**config.mk**
```make
export PLATFORM = sky130hd
export DESIGN_NAME = sbox_rand_ctrl
export DESIGN_NICKNAME = d
export VERILOG_FILES = /design/src/rtl/sbox_ctrl_pkg.sv /design/src/rtl/lfsr64.sv /design/src/rtl/sbox_rand_ctrl.sv
export SDC_FILE = /design/constraint.sdc
export NUM_CORES = 1
export LEC_CHECK = 0
export ABC_AREA = 1
export CORE_AREA = 10 10 181 183
export DETAILED_ROUTE_END_ITERATION = 10
export DIE_AREA = 0 0 191 193
export HOLD_SLACK_MARGIN = 0.05
export PLACE_DENSITY = 0.7
export SYNTH_ARGS = -nofsm -noshare
export SYNTH_HDL_FRONTEND = slang
export SYNTH_HIERARCHICAL = 1
export SYNTH_SLANG_ARGS = --single-unit
```
**constraint.sdc**
```tcl
create_clock -name clk -period 8.5 [get_ports clk]
set_input_delay 1.7 -clock clk [delete_from_list [all_inputs] [get_ports clk]]
set_output_delay 1.7 -clock clk [all_outputs]
set_load 0.01 [all_outputs]
```
**src/rtl/sbox_ctrl_pkg.sv**
```systemverilog
// sbox_ctrl_pkg: shared widths, FSM encoding and LFSR constants
// for the masked S-box randomness controller.
package sbox_ctrl_pkg;

  localparam int STATIC_W = 139;
  localparam int DYN_W    = 64;
  localparam int GUARD_W  = 32;
  localparam int ROUND_W  = 4;

  typedef enum logic [1:0] {
    S_IDLE  = 2'd0,
    S_RUN   = 2'd1,
    S_DRAIN = 2'd2,
    S_DONE  = 2'd3
  } state_t;

  // taps at bits 63, 62, 60, 59
  localparam logic [DYN_W-1:0] LFSR_TAPS =
    64'hD800_0000_0000_0000;

  // an all-zero seed would lock the LFSR
  localparam logic [DYN_W-1:0] LFSR_ZERO_SUB =
    64'h0000_0000_0000_0001;

  function automatic logic [DYN_W-1:0] lfsr_next(
    input logic [DYN_W-1:0] s
  );
    return {s[DYN_W-2:0], ^(s & LFSR_TAPS)};
  endfunction

endpackage

```
**src/rtl/lfsr64.sv**
```systemverilog
// lfsr64: 64-bit Fibonacci LFSR with seed load and step enable.
// Ports: clk, rst, load, step, seed[63:0] -> state[63:0].
module lfsr64
  import sbox_ctrl_pkg::*;
(
  input  logic             clk,
  input  logic             rst,
  input  logic             load,
  input  logic             step,
  input  logic [DYN_W-1:0] seed,
  output logic [DYN_W-1:0] state
);

  always_ff @(posedge clk or posedge rst) begin
    if (rst) begin
      state <= '0;
    end else if (load) begin
      state <= (seed == '0) ? LFSR_ZERO_SUB : seed;
    end else if (step) begin
      state <= lfsr_next(state);
    end
  end

endmodule

```
**src/rtl/sbox_rand_ctrl.sv**
```systemverilog
// sbox_rand_ctrl: randomness/guard driver and round sequencer for
// the 3-share masked S-box layer.
// Ports: clk, rst, start, static_in, guards_in, seed_in ->
//   Static_r, Dynamic_r, Guards, Guards_MUX_sel, sbox_in_valid,
//   sbox_out_valid, round_idx, busy, done.
// Option: STATIC_REFRESH_EN xors the old LFSR state into Static_r.
module sbox_rand_ctrl
  import sbox_ctrl_pkg::*;
#(
  parameter int SBOX_LAT     = 4,
  parameter int ROUND_PERIOD = 5,
  parameter int NUM_ROUNDS   = 10,
  parameter int GUARD_DEPTH  = 10
) (
  input  logic                clk,
  input  logic                rst,
  input  logic                start,
  input  logic [STATIC_W-1:0] static_in,
  input  logic [GUARD_W-1:0]  guards_in,
  input  logic [DYN_W-1:0]    seed_in,
  output logic [STATIC_W-1:0] Static_r,
  output logic [DYN_W-1:0]    Dynamic_r,
  output logic [GUARD_W-1:0]  Guards,
  output logic                Guards_MUX_sel,
  output logic                sbox_in_valid,
  output logic                sbox_out_valid,
  output logic [ROUND_W-1:0]  round_idx,
  output logic                busy,
  output logic                done
);

  localparam int PH_W =
    (ROUND_PERIOD > 1) ? $clog2(ROUND_PERIOD) : 1;
  localparam int GC_W = $clog2(GUARD_DEPTH + 2);
  localparam logic [SBOX_LAT-1:0] PIPE_HEAD =
    SBOX_LAT'(1) << (SBOX_LAT - 1);

  state_t              st;
  logic [PH_W-1:0]     phase;
  logic [GC_W-1:0]     gcnt;
  logic [SBOX_LAT-1:0] vpipe;
  logic [DYN_W-1:0]    dyn;
  logic                accept;
  logic                in_run;
  logic                stepping;
  logic                issue;
  logic                last_out;

  assign accept   = (st == S_IDLE) && start;
  assign in_run   = (st == S_RUN);
  assign stepping = in_run || (st == S_DRAIN);
  assign issue    = in_run && (phase == '0) &&
                    (round_idx < ROUND_W'(NUM_ROUNDS));
  // nothing behind the pipe head: this cycle holds the final result
  assign last_out = (vpipe & ~PIPE_HEAD) == '0;

  lfsr64 u_lfsr (
    .clk   (clk),
    .rst   (rst),
    .load  (accept),
    .step  (stepping),
    .seed  (seed_in),
    .state (dyn)
  );

  assign Dynamic_r      = dyn;
  assign sbox_in_valid  = issue;
  assign sbox_out_valid = vpipe[SBOX_LAT-1];
  assign Guards_MUX_sel = in_run &&
                          (gcnt < GC_W'(GUARD_DEPTH));
  assign busy           = stepping;
  assign done           = (st == S_DONE);

  always_ff @(posedge clk or posedge rst) begin
    if (rst) begin
      st        <= S_IDLE;
      phase     <= '0;
      gcnt      <= '0;
      vpipe     <= '0;
      round_idx <= '0;
      Static_r  <= '0;
      Guards    <= '0;
    end else begin
      vpipe <= (vpipe << 1) | SBOX_LAT'(issue);
      unique case (st)
        S_IDLE: begin
          if (start) begin
`ifdef STATIC_REFRESH_EN
            Static_r <= static_in ^
                        {dyn[10:0], dyn, dyn};
`else
            Static_r <= static_in;
`endif
            Guards    <= guards_in;
            phase     <= '0;
            gcnt      <= '0;
            round_idx <= '0;
            st        <= S_RUN;
          end
        end
        S_RUN: begin
          if (round_idx == ROUND_W'(NUM_ROUNDS)) begin
            st <= S_DRAIN;
          end else begin
            phase <= (phase == PH_W'(ROUND_PERIOD - 1)) ?
                     '0 : phase + 1'b1;
            if (issue) begin
              round_idx <= round_idx + 1'b1;
            end
            if (gcnt < GC_W'(GUARD_DEPTH)) begin
              gcnt <= gcnt + 1'b1;
            end
          end
        end
        S_DRAIN: begin
          if (last_out) begin
            st <= S_DONE;
          end
        end
        S_DONE: begin
          round_idx <= '0;
          st        <= S_IDLE;
        end
      endcase
    end
  end

endmodule

```
==> metrics.txt, run 1 <==
Power Density=around 400 mW/mm²; internal power=4.07 mW; HP Class=reg2reg; Num CTS Buffers=28; first-pass GRT wire length=62700 µm; # nets final=between 1500 and 2000; Final Non-Filler Cells=2150; Worst path max stage delay=slightly below 800 ps; worst reg2reg path depth=8; vias after detailed routing=10022; post-layout minimum cycle time=4660 ps; final hold viol count=0; delay-heaviest family, CP=buffers and inverters; Critical Path Sink Type=register; post-route DRC violation count=0; Max-Cap Viols=0; register area share after synthesis=57.2%; WHS Endpoint=vpipe[2]; placed wire-length estimate=31100 µm; total negative slack=0 ps; initial antenna violation count=12; postcts setup bufs=0; # clock sinks=252; drt total wl=42000 µm; synthesized area=0.0110 mm²; Final setup viols=0; Core Area=0.0292 mm²; hold path depth=0; Post-synth EDFFs=0; RSZ-0062 raised after global routing=no; GR Overflow Total=0; largest net degree at the start of global routing=93; Max Root-Sink Buffers=3; Initial Utilization=between 30% and 40%; Final Max Tran Viols=0; DR iter-0 viols=614; total iterations of the first detailed-routing run=5; Post-synth ARST share=100%; leakage=7.80 nW; CTS tree=built; Post-synth top flop=dfrtp_1; WL per Instance=19.5 µm; maximum vdd drop=0.000232 V; relative slew slack=between 20% and 30%; Critical Path Slowest Stage Cell=buf_4; share of cells above drive strength 1=9.21%; Sequential Power Share=between 30 and 40%; # rows=63; P&R area growth vs syn=53.2%; CP arrival=around 5200 ps; critical path class=in2reg; # port buffers=~480; #FFs+latches synth=252; Max H-tree Level=1; Clock Power Share=17.4%; gr usage total=21.8%; CP max FO=92; Resized Gates After CTS=0; die span in y=193 µm; routability cong.=just under 0.9; status=complete, no violations; Critical Path Source Type=input port; reg2reg end=Static_r[118]; commonest non-fill, non-tap cell in the layout=nand2_1; syn_nets=1522; Hold Startpoint=vpipe[1]; Hold Worst Slack=374 ps; vias in the first global route=10312; Crit path required time=9010 ps; Die W=191 µm; cells after synthesis=1274; most frequent cells in the layout=nand2_1 (641), clkdlybuf4s50_1 (481), dfrtp_1 (252), nor2_1 (117); Worst R2R Start=st[0]; fin crit share=54.8%; Sw Pwr=2.74 mW; WP buf/inv=4; crit-path cells=clkdlybuf4s50_1 > nand2_8 > inv_6 > buf_4 > buf_4 > nand2_1 > nand2_1; Reg clk slew, reported paths=roughly 60 ps; Achievable Freq=215 MHz; Antenna Nets Post-Route=0; fillers=2584; r2r setup slk=4690 ps; Clk Latency, worst-skew pair=570 ps; switching part of the total power=40.2%; Die Footprint=0.0369 mm²; Yosys warning count=6; Fin Clk Skew=between 30 and 40 ps; combinational cell fraction of total power=50.4%; Root Buffer=clkbuf_16; Cell variety after synth=25; DP Cell Count=roughly 2100; Post-Syn Area per Cell=8.66 µm²; vias per std cell=roughly 4.7; actual slew at the worst max-slew pin=between 1000 and 1500 ps; hold-fix buffers at CTS=0; Ports=482
## stage by stage
stage	instance area, µm²	utilization (%)	power (mW)	worst slack, ps
after floorplan	11000	-	3.94	1690
after global placement	16000	54.7	5.62	3300
after detailed placement	16000	54.7	5.67	3260
after CTS	16900	57.7	6.90	3840
after global routing	16900	57.8	7.28	3560
final	16900	57.8	6.82	3840
## sequential cells by signal (all words and copies together), names as in the netlist
signal / flops
Guards: 32
Static_r: 139
gcnt: 4
phase: 3
round_idx: 4
st: 2
u_lfsr/state: 64
vpipe: 4
## layer usage
metal  wire (µm)  track usage (%)
met5           0                0
met4        1280             9.15
met1       15900             24.4
met3        3380             7.10
met2       21400             37.7
## worst max-delay path by stage
stage,to,cells after the start,from,slack (ps)
finish,Static_r[118],7,start,3840
CTS,Static_r[100],7,start,3840
global route,Static_r[25],7,start,3560
global placement,Static_r[51],7,start,3300
detailed placement,Static_r[118],7,start,3260
floorplan,Guards[0],1,rst,1690
## layout make-up
type | instances | area [µm²] | share of cell area (%)
diodes | 12 | 30.0 | 0.178
inverters | 29 | 121 | 0.718
clock buffers | 42 | 803 | 4.75
well taps | 390 | 488 | 2.89
multi-input cells | 930 | 4200 | 24.9
clock inverters | 7 | 85.1 | 0.503
flip-flops and latches | 252 | 6310 | 37.3
repair buffers | 488 | 4870 | 28.8
## cell usage after synthesis, types with 9 or more instances
cell	number	share of area [%]
ha_1	10	1.1
o21ai_2	50	4.0
nand3_1	9	0.41
clkbuf_1	9	0.31
dfrtp_1	252	57
buf_2	38	1.7
inv_1	24	0.82
a21oi_1	13	0.59
o21ai_0	20	0.91
a21oi_2	50	4.0
nor2_1	117	4.0
nand2_1	641	22
## cells by family (layout without fill, tap and decap cells)
kind of cell	Yosys count	after routing	synth area share (%)
buffers and inverters	92	566	4.88
adders and majority gates	10	10	1.13
DFF	252	252	57.2
xor gates and xnor gates	4	4	0.318
other	0	12	0
AOI/OAI and AO/OA	139	139	9.75
and+or+nand+nor	777	777	26.8
## power by group through the flow
stage               sequential (mW)  clock [mW]  combinational (mW)
global placement               2.18           0                3.43
CTS                            2.20        1.21                3.49
detailed placement             2.20           0                3.47
finish                         2.20        1.19                3.43
global route                   2.27        1.27                3.73
floorplan                      2.41           0                1.53
Power figures use the tool's default switching activity.
==> run 2: changes to the inputs <==
Settings changed: CORE_AREA 10 10 181 183 to not set, CORE_MARGIN set to 10, CORE_UTILIZATION set to 38, DIE_AREA 0 0 191 193 to not set, PLACE_DENSITY 0.7 to 0.73.
Clock period 8.5 ns to 4 ns, I/O delays scaled along.
==> run 2 against run 1 <==
Die area shrank 1.7%. Register-to-register slack worse by 3100 ps. Wire length decreased by 1.7%. Critical path depth is the same. Worst hold slack better by 2.7 ps. Clock skew decreased by 25 ps. Critical path type is now reg2out.
==> metrics.txt, run 2 (synthesis results as in run 1) <==
Worst R2R Start=st[1]; GR Overflow Total=0; # nets final=1982; Biggest register=Static_r; die span in y=190 µm; Clock Power Share=17.6%; CTS tree=built; Reg clk slew, reported paths=60 ps; Max-Cap Viols=0; internal power=a little under 9 mW; Sequential Power Share=~32%; initial antenna violation count=8; share of cells above drive strength 1=9.63%; maximum vdd drop=0.000453 V; final hold viol count=0; Final Non-Filler Cells=2147; Resized Gates After CTS=0; post-layout minimum cycle time=about 3200 ps; combinational cell fraction of total power=50.4%; Core Area=0.0287 mm²; WL per Instance=19.2 µm; total iterations of the first detailed-routing run=5; fin crit share=79.7%; CP arrival=about 2400 ps; relative slew slack=23.6%; Final setup viols=0; DP Cell Count=between 2000 and 2500; RSZ-0062 raised after global routing=no; reg2reg end=u_lfsr/state[21]; Largest register FFs=between 100 and 150; Sw Pwr=5.79 mW; Achievable Freq=314 MHz; first-pass GRT wire length=about 62000 µm; postcts setup bufs=0; Critical Path Sink Type=output port; placed wire-length estimate=roughly 31000 µm; biggest regs=Static_r (139), u_lfsr/state (64), Guards (32); largest net degree at the start of global routing=172; actual slew at the worst max-slew pin=1140 ps; fin util=59.2%; Max Root-Sink Buffers=3; vias after detailed routing=9985; most frequent cells in the layout=nand2_1 (641), clkdlybuf4s50_1 (481), dfrtp_1 (252), nor2_1 (117); r2r setup slk=1560 ps; CP max FO=9; Critical Path Source Type=register; start point of the critical path=st[1]; fillers=2477; leakage=7.85 nW; routability cong.=around 0.83; total negative slack=0 ps; Num CTS Buffers=28; vias in the first global route=10534; Design Power=14.6 mW; vias per std cell=4.65; Die W=~190 µm; Die Footprint=between 0.03 and 0.04 mm²; Clk Latency, worst-skew pair=between 500 and 600 ps; Initial Utilization=38.4%; Root Buffer=clkbuf_16; Final Max Tran Viols=0; Finished Cell Area=0.0170 mm²; Hold Worst Slack=377 ps; Worst Setup EP=sbox_in_valid; HP Class=reg2reg; fin worst setup slack=813 ps; switching part of the total power=39.8%; DR iter-0 viols=697; Ports=482; commonest non-fill, non-tap cell in the layout=nand2_1; Power Density=857 mW/mm²; # rows=62; placed standard-cell area=around 0.016 mm²; Antenna Nets Post-Route=0; Fin Clk Skew=13.7 ps; status=complete, no violations; post-route DRC violation count=0; Max H-tree Level=1; worst reg2reg path depth=6; # clock sinks=~250; # port buffers=481; drt total wl=between 40000 and 50000 µm; gr usage total=22.0%; Crit path required time=about 3200 ps; critical path class=reg2out; hold-fix buffers at CTS=0; pre-CTS setup slack=1150 ps; P&R area growth vs syn=54.0%
run 2: cell count changes in the layout (fill, tap and decap cells not counted), sizes merged:
cell,previous run,this run
buf,7,12
clkinv,6,8
inv,29,28
clkbuf,42,41
bufinv,1,2
clkinvlp,0,1
diode,12,8
run 2: worst max-delay path: stages, from the launching register on:
cell	delay, ps
dfrtp_1	440
inv_1	120
ha_1	350
nand2_1	80
nor2_1	90
o21ai_1	110
inv_1	100
clkdlybuf4s50_1	560
run 2: how the worst min path moves through the flow:
stage | startpoint | to | slack [ps] | depth (start not counted)
finish | vpipe[0] | vpipe[1] | 380 | 0
global route | vpipe[2] | vpipe[3] | 390 | 0
CTS | vpipe[0] | vpipe[1] | 380 | 0
detailed placement | vpipe[2] | vpipe[3] | 370 | 0
global placement | vpipe[2] | vpipe[3] | 360 | 0
floorplan | vpipe[2] | vpipe[3] | 350 | 0
run 2: power by group through the flow:
stage	registers, mW	clock network [mW]	logic (mW)
6_report	4.66	2.56	7.35
5_1_grt	4.82	2.72	8.00
4_1_cts	4.66	2.63	7.43
3_5_place_dp	4.67	0	7.41
3_3_place_gp	4.62	0	7.28
2_1_floorplan	5.13	0	3.24
run 2: final cells by class:
cell class | count | area, µm² | area share (%)
Tap cell | 384 | 480 | 2.83
Antenna cell | 8 | 20.0 | 0.118
Sequential cell | 252 | 6310 | 37.1
Clock buffer | 41 | 811 | 4.77
Inverter | 29 | 120 | 0.707
Multi-Input combinational cell | 930 | 4200 | 24.7
Timing Repair Buffer | 493 | 4950 | 29.2
Clock inverter | 10 | 100 | 0.589
run 2: per-layer routing:
metal | global-route usage [%] | vias up | wire (µm)
met1 | 24.3 | 4705 | 15300
li1 | - | 4870 | -
met4 | 11.1 | 2 | 1960
met5 | 1.10 | - | 54
met3 | 7.37 | 92 | 3350
met2 | 37.2 | 316 | 20600
